<file path="src/rtl/regfile_pkg.sv">
// rtl/regfile_pkg.sv - shared types and defaults for the regfile_scb register file
//
// Purpose : state enum for the init/run FSM and default geometry.
// Ports   : none (package).
// Config  : REGFILE_BYPASS_EN (used in regfile_scb.sv) compiles in write-through bypass.
package regfile_pkg;
   localparam int RF_XLEN  = 32;
   localparam int RF_NREGS = 32;

   typedef enum logic {
      RF_INIT = 1'b0,
      RF_RUN  = 1'b1
   } rf_state_t;
endpackage

</file>
<file path="src/rtl/regfile_scb_if.sv">
// rtl/regfile_scb_if.sv - decode/writeback bus of the scoreboarded register file
//
// Purpose : groups read, writeback, issue and flush signals of regfile_scb.
// Ports   : master = decode/writeback side, slave = register file.
//           ready, rd_data, rd_busy, pend_cnt flow slave -> master;
//           rd_adr, we, wr_adr, wr_data, iss_valid, iss_adr, flush flow master -> slave.
interface regfile_scb_if
   import regfile_pkg::*;
#(
   parameter int XLEN  = RF_XLEN,
   parameter int NREGS = RF_NREGS,
   parameter int NRD   = 2
);
   localparam int AW = $clog2(NREGS);

   logic                ready;
   logic [NRD*AW-1:0]   rd_adr;
   logic [NRD*XLEN-1:0] rd_data;
   logic [NRD-1:0]      rd_busy;
   logic                we;
   logic [AW-1:0]       wr_adr;
   logic [XLEN-1:0]     wr_data;
   logic                iss_valid;
   logic [AW-1:0]       iss_adr;
   logic                flush;
   logic [AW:0]         pend_cnt;

   modport master (
      input  ready, rd_data, rd_busy, pend_cnt,
      output rd_adr, we, wr_adr, wr_data, iss_valid, iss_adr, flush
   );

   modport slave (
      output ready, rd_data, rd_busy, pend_cnt,
      input  rd_adr, we, wr_adr, wr_data, iss_valid, iss_adr, flush
   );
endinterface

</file>
<file path="src/rtl/regfile_scoreboard.sv">
// rtl/regfile_scoreboard.sv - pending-write bits, their popcount and per-port busy lookup
//
// Purpose : tracks which registers have an in-flight producer.
// Ports   : clk, rst_n (async active-low); en gates all updates (high in RUN);
//           iss_valid/iss_adr set, we/wr_adr clear, flush clears all;
//           rd_adr (packed per port) -> busy (raw, before any bypass); pend_cnt registered popcount.
module regfile_scoreboard #(
   parameter int NREGS = 32,
   parameter int NRD   = 2,
   parameter int AW    = $clog2(NREGS)
) (
   input  logic              clk,
   input  logic              rst_n,
   input  logic              en,
   input  logic              iss_valid,
   input  logic [AW-1:0]     iss_adr,
   input  logic              we,
   input  logic [AW-1:0]     wr_adr,
   input  logic              flush,
   input  logic [NRD*AW-1:0] rd_adr,
   output logic [NRD-1:0]    busy,
   output logic [AW:0]       pend_cnt
);
   logic [NREGS-1:0] pend_q, pend_d;
   logic [AW:0]      pend_cnt_q, pend_cnt_d;

   // Clear before set: a same-cycle issue belongs to a newer producer and must win.
   // Flush overrides both; bit 0 is forced low so x0 is never busy.
   always_comb begin
      pend_d = pend_q;
      if (en) begin
         if (we)        pend_d[wr_adr]  = 1'b0;
         if (iss_valid) pend_d[iss_adr] = 1'b1;
         if (flush)     pend_d          = '0;
      end
      pend_d[0] = 1'b0;
   end

   always_comb begin
      pend_cnt_d = '0;
      for (int i = 0; i < NREGS; i++) begin
         pend_cnt_d = pend_cnt_d + (AW+1)'(pend_d[i]);
      end
   end

   always_ff @(posedge clk or negedge rst_n) begin
      if (!rst_n) begin
         pend_q     <= '0;
         pend_cnt_q <= '0;
      end else begin
         pend_q     <= pend_d;
         pend_cnt_q <= pend_cnt_d;
      end
   end

   always_comb begin
      busy = '0;
      for (int i = 0; i < NRD; i++) begin
         busy[i] = pend_q[rd_adr[i*AW +: AW]];
      end
   end

   assign pend_cnt = pend_cnt_q;
endmodule

</file>
<file path="src/rtl/regfile_scb.sv">
// rtl/regfile_scb.sv - multi-read-port register file with init sweep and RAW scoreboard
//
// Purpose : x0-hardwired register array, combinational reads, zeroing sweep after reset,
//           pending bits per register for hazard detection at decode.
// Ports   : clk, rst_n (async active-low); bus = regfile_scb_if.slave.
// Config  : REGFILE_BYPASS_EN defined -> a same-cycle writeback is forwarded to matching
//           read ports and clears their busy flag for that cycle.
module regfile_scb
   import regfile_pkg::*;
#(
   parameter int XLEN  = RF_XLEN,
   parameter int NREGS = RF_NREGS,
   parameter int NRD   = 2
) (
   input  logic         clk,
   input  logic         rst_n,
   regfile_scb_if.slave bus
);
   localparam int AW = $clog2(NREGS);

   rf_state_t        state_q, state_d;
   logic [AW-1:0]    cnt_q, cnt_d;
   logic [XLEN-1:0]  ram_q [NREGS];
   logic             run;
   logic             wr_ok;
   logic             ram_we;
   logic [AW-1:0]    ram_adr;
   logic [XLEN-1:0]  ram_wdata;
   logic [NRD-1:0]   busy_raw;
   logic [AW:0]      pend_cnt;
   logic [XLEN-1:0]  rd_data_a [NRD];
   logic             rd_busy_a [NRD];

   assign run   = (state_q == RF_RUN);
   assign wr_ok = run && bus.we && (bus.wr_adr != '0);

   // Sweep starts at 1: x0 is never stored, reads of it are forced to zero.
   always_comb begin
      state_d = state_q;
      cnt_d   = cnt_q;
      if (state_q == RF_INIT) begin
         cnt_d = cnt_q + 1'b1;
         if (cnt_q == AW'(NREGS-1)) state_d = RF_RUN;
      end
   end

   always_ff @(posedge clk or negedge rst_n) begin
      if (!rst_n) begin
         state_q <= RF_INIT;
         cnt_q   <= AW'(1);
      end else begin
         state_q <= state_d;
         cnt_q   <= cnt_d;
      end
   end

   always_comb begin
      ram_we    = 1'b0;
      ram_adr   = bus.wr_adr;
      ram_wdata = bus.wr_data;
      if (!run) begin
         ram_we    = 1'b1;
         ram_adr   = cnt_q;
         ram_wdata = '0;
      end else if (wr_ok) begin
         ram_we    = 1'b1;
      end
   end

   // The array has no reset; the sweep is what clears it.
   always_ff @(posedge clk) begin
      if (ram_we) ram_q[ram_adr] <= ram_wdata;
   end

   regfile_scoreboard #(.NREGS(NREGS), .NRD(NRD), .AW(AW)) u_scb (
      .clk       (clk),
      .rst_n     (rst_n),
      .en        (run),
      .iss_valid (bus.iss_valid),
      .iss_adr   (bus.iss_adr),
      .we        (bus.we),
      .wr_adr    (bus.wr_adr),
      .flush     (bus.flush),
      .rd_adr    (bus.rd_adr),
      .busy      (busy_raw),
      .pend_cnt  (pend_cnt)
   );

   for (genvar i = 0; i < NRD; i++) begin : g_rd
      logic [AW-1:0] adr;
      logic          hit;
      assign adr = bus.rd_adr[i*AW +: AW];
`ifdef REGFILE_BYPASS_EN
      assign hit = wr_ok && (bus.wr_adr == adr);
`else
      assign hit = 1'b0;
`endif
      assign rd_data_a[i] = (!run || adr == '0) ? '0 :
                            hit                 ? bus.wr_data : ram_q[adr];
      assign rd_busy_a[i] = busy_raw[i] && !hit;
   end

   always_comb begin
      bus.rd_data = '0;
      bus.rd_busy = '0;
      for (int i = 0; i < NRD; i++) begin
         bus.rd_data[i*XLEN +: XLEN] = rd_data_a[i];
         bus.rd_busy[i]              = rd_busy_a[i];
      end
   end

   assign bus.ready    = run;
   assign bus.pend_cnt = pend_cnt;
endmodule

</file>
<file path="src/flat_wrapper.sv">
// flat-port wrapper written by rule: the top's interface ports become plain ports
module regfile_scb_flat import regfile_pkg::*;
#(
   parameter int XLEN  = RF_XLEN,
   parameter int NREGS = RF_NREGS,
   parameter int NRD   = 2
)
  (clk, rst_n, bus_ready, bus_rd_data, bus_rd_busy, bus_pend_cnt, bus_rd_adr, bus_we, bus_wr_adr, bus_wr_data, bus_iss_valid, bus_iss_adr, bus_flush);
  regfile_scb_if #(.XLEN(XLEN), .NREGS(NREGS), .NRD(NRD)) bus_i ();
  input  logic clk;
  input  logic rst_n;
  output wire logic [$bits(bus_i.ready)-1:0] bus_ready;
  output wire logic [$bits(bus_i.rd_data)-1:0] bus_rd_data;
  output wire logic [$bits(bus_i.rd_busy)-1:0] bus_rd_busy;
  output wire logic [$bits(bus_i.pend_cnt)-1:0] bus_pend_cnt;
  input wire logic [$bits(bus_i.rd_adr)-1:0] bus_rd_adr;
  input wire logic [$bits(bus_i.we)-1:0] bus_we;
  input wire logic [$bits(bus_i.wr_adr)-1:0] bus_wr_adr;
  input wire logic [$bits(bus_i.wr_data)-1:0] bus_wr_data;
  input wire logic [$bits(bus_i.iss_valid)-1:0] bus_iss_valid;
  input wire logic [$bits(bus_i.iss_adr)-1:0] bus_iss_adr;
  input wire logic [$bits(bus_i.flush)-1:0] bus_flush;
  assign bus_ready = bus_i.ready;
  assign bus_rd_data = bus_i.rd_data;
  assign bus_rd_busy = bus_i.rd_busy;
  assign bus_pend_cnt = bus_i.pend_cnt;
  assign bus_i.rd_adr = bus_rd_adr;
  assign bus_i.we = bus_we;
  assign bus_i.wr_adr = bus_wr_adr;
  assign bus_i.wr_data = bus_wr_data;
  assign bus_i.iss_valid = bus_iss_valid;
  assign bus_i.iss_adr = bus_iss_adr;
  assign bus_i.flush = bus_flush;
  regfile_scb #(.XLEN(XLEN), .NREGS(NREGS), .NRD(NRD)) u_core (.clk(clk), .rst_n(rst_n), .bus(bus_i));
endmodule
</file>
<file path="config.mk">
export PLATFORM = sky130hd
export DESIGN_NAME = regfile_scb_flat
export DESIGN_NICKNAME = d
export VERILOG_FILES = /design/src/rtl/regfile_pkg.sv /design/src/rtl/regfile_scb_if.sv /design/src/rtl/regfile_scoreboard.sv /design/src/rtl/regfile_scb.sv /design/src/flat_wrapper.sv
export SDC_FILE = /design/constraint.sdc
export NUM_CORES = 1
export LEC_CHECK = 0
export CAP_MARGIN = 20
export CORE_ASPECT_RATIO = 0.8
export CORE_MARGIN = 2
export CORE_UTILIZATION = 40
export DETAILED_ROUTE_END_ITERATION = 10
export GPL_TIMING_DRIVEN = 0
export PLACE_DENSITY = 0.56
export SLEW_MARGIN = 20
export SYNTH_ARGS = -nofsm -noshare
export SYNTH_HDL_FRONTEND = slang
export SYNTH_SLANG_ARGS = --single-unit
</file>
<file path="constraint.sdc">
create_clock -name clk -period 5.3 [get_ports clk]
set_input_delay 0.53 -clock clk [delete_from_list [all_inputs] [get_ports clk]]
set_output_delay 0.53 -clock clk [all_outputs]
set_load 0.01 [all_outputs]
</file>
==> load_flow_metrics.sql, run 1 <==
INSERT INTO impl_metrics (metric_group, metric, value, unit) VALUES
('status', 'status', 'finished with violations', ''),
('status', 'failed_checks', 'negative setup slack', ''),
('worst_setup_path', 'critical-path-top-delay-family', 'adder cells', ''),
('synth', 'postSynthNetCount', '3099', ''),
('synth', 'netlist_area', '51100', 'um^2'),
('global_route', 'grt_antenna_before_repair', '3', ''),
('synth', 'syn_avg_cell_area', '16.98', 'um^2'),
('timing', 'maxClockFrequency', '0.1789', 'GHz'),
('timing', 'hold_viol_final', '0', ''),
('finish', 'finalNetCount', '3388', ''),
('placement', 'place.port_buffers', '119', ''),
('power_and_ir_drop', 'power.switching_fraction', '24.72', '%'),
('clocking', 'numCtsBuffers', '109', ''),
('synth', 'netlist_instances', '3010', ''),
('detailed_routing', 'finalWirelength', '188.7', 'mm'),
('floorplanning', 'start_util', '40.22', '%'),
('synth', 'yosysSeqAreaShare', '62.28', '%'),
('worst_setup_path', 'slowest_stage', 'fa_1', ''),
('worst_setup_path', 'cp_data_arrival_time', '6210', 'ps'),
('detailed_routing', 'vias', '33670', ''),
('synth', 'async_reset_ff_share', '4.030', '%'),
('floorplanning', 'die_width', '403.6', 'um'),
('finish', 'flow.area_growth_from_synthesis', '16.72', '%'),
('finish', 'final_layout_size_suffix_gt1_share', '24.79', '%'),
('clocking', 'clockRootBuffer', 'clkbuf_16', ''),
('timing', 'slew_violations', '0', ''),
('global_route', 'grt_util_all_layers', '28.45', '%'),
('floorplanning', 'die_area', '130600', 'um^2'),
('timing', 'worstMarginPinSlew', '1224', 'ps'),
('clocking', 'numClockSinks', '1067', ''),
('synth', 'synthesis.yosys.warnings', '0', ''),
('finish', 'n_fill_cell', '10730', ''),
('worst_setup_path', 'timing.critical_path.buf_inv', '6', ''),
('timing', 'final.setup_skew', '32.38', 'ps'),
('detailed_routing', 'drt_pre_antenna_iters', '6', ''),
('worst_setup_path', 'crit_chain', 'buf_6 -> clkbuf_16 -> buf_8 -> clkbuf_16 -> nand3_4 -> a21oi_2 -> a21o_1 -> fa_1 -> inv_1 -> fa_2 -> fa_2 -> fa_1 -> fa_2 -> fa_1 -> fa_2 -> inv_2 -> fa_2 -> a21o_1 -> a21oi_2 -> xnor2_1', ''),
('floorplanning', 'floorplan.die.height', '323.7', 'um'),
('clocking', 'clk-insertion-delay-late', '720', 'ps'),
('synth', 'dominantRegCellSynth', 'edfxtp_1', ''),
('detailed_routing', 'count_of_unresolved_drc_violations_after_routing', '0', ''),
('worst_setup_path', 'path_common_cell', 'fa_2', ''),
('clocking', 'clock_tree.htree_level_count', '3', ''),
('clocking', 'max-clock-path-buffers', '3', ''),
('power_and_ir_drop', 'p_seq_share', '48.3', '%'),
('floorplanning', 'core', '127100', 'um^2'),
('power_and_ir_drop', 'sw_power', '0.004750', 'W'),
('floorplanning', 'ios', '130', ''),
('timing', 'period_needed', '5588', 'ps'),
('worst_setup_path', 'worstSetupStartpointType', 'flip-flop', ''),
('timing', 'hold-worst-slack', '277.1', 'ps'),
('timing', 'finalCritPeriodShare', '105.4', '%'),
('worst_setup_path', 'critical_path.endpoint_type', 'flip-flop', ''),
('clocking', 'clk_pin_slew', '70', 'ps'),
('worst_setup_path', 'critical_path.max_stage_delay', '560', 'ps'),
('power_and_ir_drop', 'p_clk_share', '41.2', '%'),
('placement', 'hpwlAfterDp', '134.3', 'mm'),
('timing', 'slew-limit-headroom', '18.38', '%'),
('power_and_ir_drop', 'p_leak', '19.81', 'nW'),
('synth', 'netlist_top_cells_area', 'edfxtp_1, mux4_2, mux2i_1, a22oi_1, dfrtp_1', ''),
('detailed_routing', 'ant_nets', '0', ''),
('job', 'timing.max_cap.violations', '0', ''),
('finish', 'stdcell_area', '59650', 'um^2'),
('timing', 'unrepaired_setup_endpoints_after_global_routing', 'yes', ''),
('global_route', 'grt_max_degree', '33', ''),
('synth', 'cell_variety_after_synth', '55', ''),
('timing', 'post-route-worst-setup-slack', '-288.3', 'ps'),
('worst_setup_path', 'path_max_fanout', '8', ''),
('clocking', 'cts_tree', 'yes', ''),
('synth', 'count_of_state_elements_after_synthesis', '1067', ''),
('power_and_ir_drop', 'cellInternalPower', '0.01446', 'W'),
('timing', 'setup_viol_count_final', '5', '');
[worst paths after layout]
kind / start / endpoint / slack (ps) / cells past startpoint
setup / recovery: u_core.bus.ready$_DFF_PN0_ / u_core.u_scb.pend_cnt[4]$_DFF_PN0_ / -290 / 20
hold / removal: rst_n / u_core.u_scb.pend_q[19]$_DFF_PN0_ / 280 / 2
setup reg to reg: u_core.bus.ready$_DFF_PN0_ / u_core.u_scb.pend_cnt[4]$_DFF_PN0_ / -290 / 20
hold reg to reg: u_core.cnt_q[2]$_DFFE_PN0N_ / u_core.cnt_q[2]$_DFFE_PN0N_ / 500 / 1
max in group asynchronous: rst_n / u_core.u_scb.pend_cnt[2]$_DFF_PN0_ / 4480 / 3
min in group clk: u_core.cnt_q[2]$_DFFE_PN0N_ / u_core.cnt_q[2]$_DFFE_PN0N_ / 500 / 1
[cells in the final DEF, fill, tap and decap left out, drive strengths merged, types with 34 or more instances in the layout]
cell type / n
a22oi: 180
dfrtp: 42
mux2i: 386
nor2: 84
mux4: 338
a21boi: 48
o22ai: 64
o21ai: 37
nand2: 75
inv: 34
clkbuf: 234
buf: 196
a31oi: 64
o211ai: 62
and2: 34
a21oi: 76
clkdlybuf4s50: 113
a221oi: 48
edfxtp: 1024
clkinv: 49
[metrics by stage]
stage / total power [W] / utilization [%] / instances / TNS, ps / setup slack (ps)
after floorplan: 0.01048 / - / 3010 / -196.5 / -163.3
after global placement: 0.01137 / 42.84 / 4795 / -354860 / -1325
after detailed placement: 0.01141 / 43.73 / 4834 / -6650 / -1317
after CTS: 0.01921 / 46.79 / 5052 / -329.7 / -249.0
after global routing: 0.01963 / 46.94 / 5059 / -1198 / -406.0
final: 0.01921 / 46.94 / 5061 / -605.7 / -288.3
[repair_timing]
item	in CTS	in global routing
setup endpoints to repair	15	14
resized for setup	49	37
pin swaps	12	14
buffers inserted	12	5
hold buffers	1	0
hold endpoints to repair	13	0
[state kept, by name (all words and copies together), names as in the netlist]
signal and flops:
u_core.u_scb.pend_cnt 6, u_core.u_scb.pend_q 31, u_core.cnt_q 5, u_core.ram_q 1024
u_core.bus.ready 1
[synthesized netlist by cell type (28+ instances only)]
| library cell | count |
|---|---|
| a21oi_1 | 76 |
| mux2i_1 | 386 |
| inv_1 | 28 |
| clkbuf_1 | 99 |
| a31oi_1 | 64 |
| dfrtp_1 | 42 |
| nor2_1 | 83 |
| buf_2 | 91 |
| mux4_2 | 338 |
| a221oi_1 | 48 |
| a22oi_1 | 180 |
| o22ai_1 | 64 |
| edfxtp_1 | 1024 |
| o21ai_0 | 37 |
| and2_1 | 34 |
| a21boi_1 | 48 |
| nand2_1 | 75 |
| mux2_2 | 29 |
| o211ai_1 | 62 |
[final cells by class]
cell class                      count  area (um^2)  share of cell area [%]
Multi-Input combinational cell   1675        18540                   31.08
Clock inverter                     69        679.4                   1.139
Sequential cell                  1067        31830                   53.36
Antenna cell                        2        5.005                0.008391
Tap cell                         1666         2085                   3.495
Clock buffer                      136         2893                   4.850
Inverter                           31        116.4                  0.1951
Buffer                            237         1269                   2.127
Timing Repair Buffer              178         2237                   3.751
[power by group through the flow]
stage          clock, W  combinational (W)  sequential, W
2_1_floorplan         0            0.00103        0.00946
3_3_place_gp          0            0.00190        0.00947
3_5_place_dp          0            0.00195        0.00946
4_1_cts         0.00797            0.00197        0.00928
5_1_grt         0.00827            0.00208        0.00928
6_report        0.00791            0.00202        0.00928
[layer usage]
layer	wire, um	share of wire [%]	track usage [%]
met1	78200	41	41.12
met2	79910	42	40.96
met3	23190	12	8.199
met4	7406	3.9	10.13
met5	0	0	0
[cells by family (layout without fill, tap and decap cells)]
| logic type | count (synthesis) | count (layout) | share of synthesized area, % |
|---|---|---|---|
| DFF | 1067 | 1067 | 62.28 |
| adders and majority gates | 32 | 32 | 1.121 |
| muxes | 753 | 753 | 23.10 |
| other | 0 | 2 | 0 |
| and+or+nand+nor | 253 | 253 | 2.338 |
| AOI/OAI and AO/OA | 631 | 631 | 8.597 |
| xor gates and xnor gates | 6 | 6 | 0.1028 |
| buffers and inverters | 268 | 651 | 2.463 |
Power figures use the tool's default switching activity.
==> run 2: changes to the inputs <==
DONT_BUFFER_PORTS = 1   (was not set)
PLACE_DENSITY = 0.54   (was 0.56)
==> load_flow_metrics.sql, run 2 (synthesis results as in run 1) <==
INSERT INTO impl_metrics (metric_group, metric, value, unit) VALUES
('timing', 'setup_viol_count_final', '5', ''),
('clocking', 'clk-insertion-delay-late', '740', 'ps'),
('timing', 'slew-limit-headroom', '19.91', '%'),
('global_route', 'grt_pass1_wl', '261.7', 'mm'),
('power_and_ir_drop', 'worst_ir_drop_vdd', '0.0002614', 'V'),
('worst_setup_path', 'crit_chain', 'buf_6 -> clkbuf_16 -> clkbuf_4 -> o21ai_1 -> a22o_1 -> fa_1 -> inv_1 -> fa_1 -> fa_1 -> fa_1 -> fa_1 -> fa_1 -> fa_2 -> inv_2 -> fa_2 -> a21o_1 -> a21oi_2 -> xnor2_1', ''),
('clocking', 'numCtsBuffers', '109', ''),
('worst_hold_path', 'holdCritStartpoint', 'bus_flush', ''),
('timing', 'finalCritPeriodShare', '104.1', '%'),
('worst_setup_path', 'cp_data_arrival_time', '6170', 'ps'),
('global_route', 'grt_util_all_layers', '29.01', '%'),
('detailed_routing', 'vias_per_cell', '6.694', ''),
('worst_setup_path', 'timing.reg2reg.worst_path_depth', '18', ''),
('finish', 'flow.area_growth_from_synthesis', '14.67', '%'),
('timing', 'maxClockFrequency', '0.1813', 'GHz'),
('power_and_ir_drop', 'p_seq_share', '47.3', '%'),
('detailed_routing', 'routedWlPerCell', '38.75', 'um'),
('status', 'failed_checks', 'negative setup slack', ''),
('power_and_ir_drop', 'power_density', '334.8', 'nW/um^2'),
('worst_setup_path', 'worstSetupStartpointType', 'flip-flop', ''),
('clocking', 'max-clock-path-buffers', '3', ''),
('worst_hold_path', 'min_path_type', 'primary input to flip-flop', ''),
('clocking', 'clock_tree.htree_level_count', '3', ''),
('global_route', 'via_count_of_the_first_global_routing_pass', '32730', ''),
('power_and_ir_drop', 'cellInternalPower', '0.01484', 'W'),
('finish', 'stdcell_area', '58600', 'um^2'),
('worst_setup_path', 'timing.critical_path.buf_inv', '5', ''),
('timing', 'worstMarginPinSlew', '1201', 'ps'),
('worst_setup_path', 'critical-path-top-delay-family', 'adder cells', ''),
('global_route', 'grt_antenna_before_repair', '8', ''),
('timing', 'timing.setup.tns', '-639.5', 'ps'),
('placement', 'place_area', '54340', 'um^2'),
('worst_setup_path', 'path_common_cell', 'fa_1', ''),
('worst_hold_path', 'min_delay_worst_endpoint', 'u_core.u_scb.pend_q[24]$_DFF_PN0_', ''),
('job', 'timing.max_cap.violations', '0', ''),
('timing', 'period_needed', '5517', 'ps'),
('worst_setup_path', 'ff2ff_setup_slack', '-220', 'ps'),
('clocking', 'clk_pin_slew', '60', 'ps'),
('timing', 'post-route-worst-setup-slack', '-216.5', 'ps'),
('timing', 'final.setup_skew', '28.94', 'ps'),
('detailed_routing', 'count_of_unresolved_drc_violations_after_routing', '0', ''),
('global_route', 'grt_max_degree', '44', ''),
('finish', 'final_common_cell', 'edfxtp_1', ''),
('clocking', 'numClockSinks', '1067', ''),
('timing', 'hold_viol_final', '0', ''),
('clocking', 'cts_tree', 'yes', ''),
('detailed_routing', 'ant_nets', '0', ''),
('power_and_ir_drop', 'power.switching_fraction', '24.33', '%'),
('floorplanning', 'core', '127100', 'um^2'),
('finish', 'n_fill_cell', '10870', ''),
('power_and_ir_drop', 'p_leak', '19.36', 'nW'),
('floorplanning', 'die_width', '403.6', 'um'),
('power_and_ir_drop', 'sw_power', '0.004773', 'W'),
('placement', 'global_placer_s_final_weighted_congestion', '0.9687', ''),
('timing', 'unrepaired_setup_endpoints_after_global_routing', 'yes', ''),
('finish', 'largest_register_ffs', '1024', ''),
('worst_setup_path', 'r2r-start', 'u_core.bus.ready$_DFF_PN0_', ''),
('detailed_routing', 'finalWirelength', '191.5', 'mm'),
('worst_setup_path', 'critPathRequiredTime', '5950', 'ps'),
('detailed_routing', 'vias', '33080', ''),
('detailed_routing', 'drt_pre_antenna_iters', '6', ''),
('floorplanning', 'floorplan.rows', '117', ''),
('floorplanning', 'die_area', '130600', 'um^2'),
('floorplanning', 'ios', '130', ''),
('worst_setup_path', 'critical_path.max_stage_delay', '550', 'ps'),
('finish', 'final_layout_size_suffix_gt1_share', '25.27', '%'),
('worst_setup_path', 'r2r_end', 'u_core.u_scb.pend_cnt[4]$_DFF_PN0_', ''),
('floorplanning', 'floorplan.die.height', '323.7', 'um'),
('timing', 'hold-worst-slack', '41.55', 'ps'),
('placement', 'hpwlAfterDp', '137.4', 'mm'),
('finish', 'most-common-layout-cells', 'edfxtp_1, mux2i_1, mux4_2, a22oi_1, clkbuf_16', ''),
('worst_setup_path', 'critical_path.endpoint_type', 'flip-flop', ''),
('worst_hold_path', 'min_delay_path_depth', '2', ''),
('finish', 'finalNetCount', '3261', ''),
('power_and_ir_drop', 'p_clk_share', '43.2', '%'),
('timing', 'slew_violations', '0', ''),
('detailed_routing', 'drt_first_iter_violations', '5025', ''),
('clocking', 'clockRootBuffer', 'clkbuf_16', ''),
('finish', 'registers.top_by_ff_count', 'u_core.ram_q', ''),
('floorplanning', 'start_util', '40.22', '%'),
('worst_setup_path', 'path_max_fanout', '10', ''),
('global_route', 'global_route_overflow', '0', ''),
('placement', 'place.port_buffers', '0', ''),
('worst_setup_path', 'critPathKind', 'flip-flop to flip-flop', ''),
('status', 'status', 'finished with violations', ''),
('worst_setup_path', 'slowest_stage', 'fa_1', ''),
('power_and_ir_drop', 'p_comb_share', '9.5', '%');
[run 2: cell types whose count changed in the layout (fill, tap and decap cells not counted), moves of 6 or more]
cell / change
o21ai_1: +6
clkdlybuf4s50_1: -113
o21ai_0: -6
bufinv_16: +11
[run 2: final cells by class]
cell class                      count  area [um^2]  area share [%]
Multi-Input combinational cell   1675        18480           31.54
Sequential cell                  1067        31830           54.32
Antenna cell                        7        17.52         0.02989
Clock inverter                     77         1054           1.798
Buffer                            236         1242           2.120
Timing Repair Buffer               52        929.6           1.587
Tap cell                         1666         2085           3.557
Inverter                           31        116.4          0.1986
Clock buffer                      131         2841           4.849
[run 2: timing repair]
action	4_1_cts	5_1_grt
hold buffers	2	0
resized for setup	47	6
pin swaps	16	2
endpoints found under the hold margin	43	0
buffers inserted	10	2
endpoints found under the setup margin	6	7
[run 2: how the worst max path moves through the flow]
stage                                    start                            endpoint  depth (start not counted)
floorplan                        bus_wr_adr[2]  u_core.u_scb.pend_cnt[4]$_DFF_PN0_                         18
global placement    u_core.bus.ready$_DFF_PN0_  u_core.u_scb.pend_cnt[4]$_DFF_PN0_                         18
detailed placement  u_core.bus.ready$_DFF_PN0_  u_core.u_scb.pend_cnt[4]$_DFF_PN0_                         18
CTS                 u_core.bus.ready$_DFF_PN0_  u_core.u_scb.pend_cnt[4]$_DFF_PN0_                         20
global route        u_core.bus.ready$_DFF_PN0_  u_core.u_scb.pend_cnt[4]$_DFF_PN0_                         20
finish              u_core.bus.ready$_DFF_PN0_  u_core.u_scb.pend_cnt[4]$_DFF_PN0_                         18
[run 2: worst register-to-register path, stage by stage, from the launching register on]
cell and delay (ps):
dfrtp_2 430, buf_6 140, clkbuf_16 150, clkbuf_4 240, o21ai_1 170, a22o_1 270
fa_1 550, inv_1 60, fa_1 530, fa_1 430, fa_1 520, fa_1 440
fa_1 520, fa_2 200, inv_2 40, fa_2 330, a21o_1 180, a21oi_2 130
xnor2_1 120
[run 2: metal layers]
layer | vias to the layer above | wire length, um | track usage (%)
met3 | 343 | 22220 | 8.756
met2 | 2114 | 82710 | 42.80
met1 | 17660 | 78470 | 40.53
met4 | 0 | 8091 | 10.95
li1 | 12970 | - | -
met5 | - | 0 | 0
[run 2: power groups by stage]
stage          registers [W]  logic (W)  clock network (W)
2_1_floorplan        0.00946    0.00103                  0
3_5_place_dp         0.00946    0.00179                  0
4_1_cts              0.00928    0.00181            0.00856
5_1_grt              0.00928    0.00191            0.00887
3_3_place_gp         0.00947    0.00174                  0
6_report             0.00928    0.00186            0.00848
[run 2: metrics by stage]
stage / setup slack (ps) / total power, W / std cells / util (%)
3_5_place_dp: -1141 / 0.01126 / 4714 / 42.77
2_1_floorplan: -163.3 / 0.01048 / 3010 / -
4_1_cts: -232.2 / 0.01966 / 4933 / 46.05
3_3_place_gp: -1118 / 0.01121 / 4676 / 41.90
5_1_grt: -350.1 / 0.02006 / 4939 / 46.11
6_report: -216.5 / 0.01962 / 4942 / 46.11
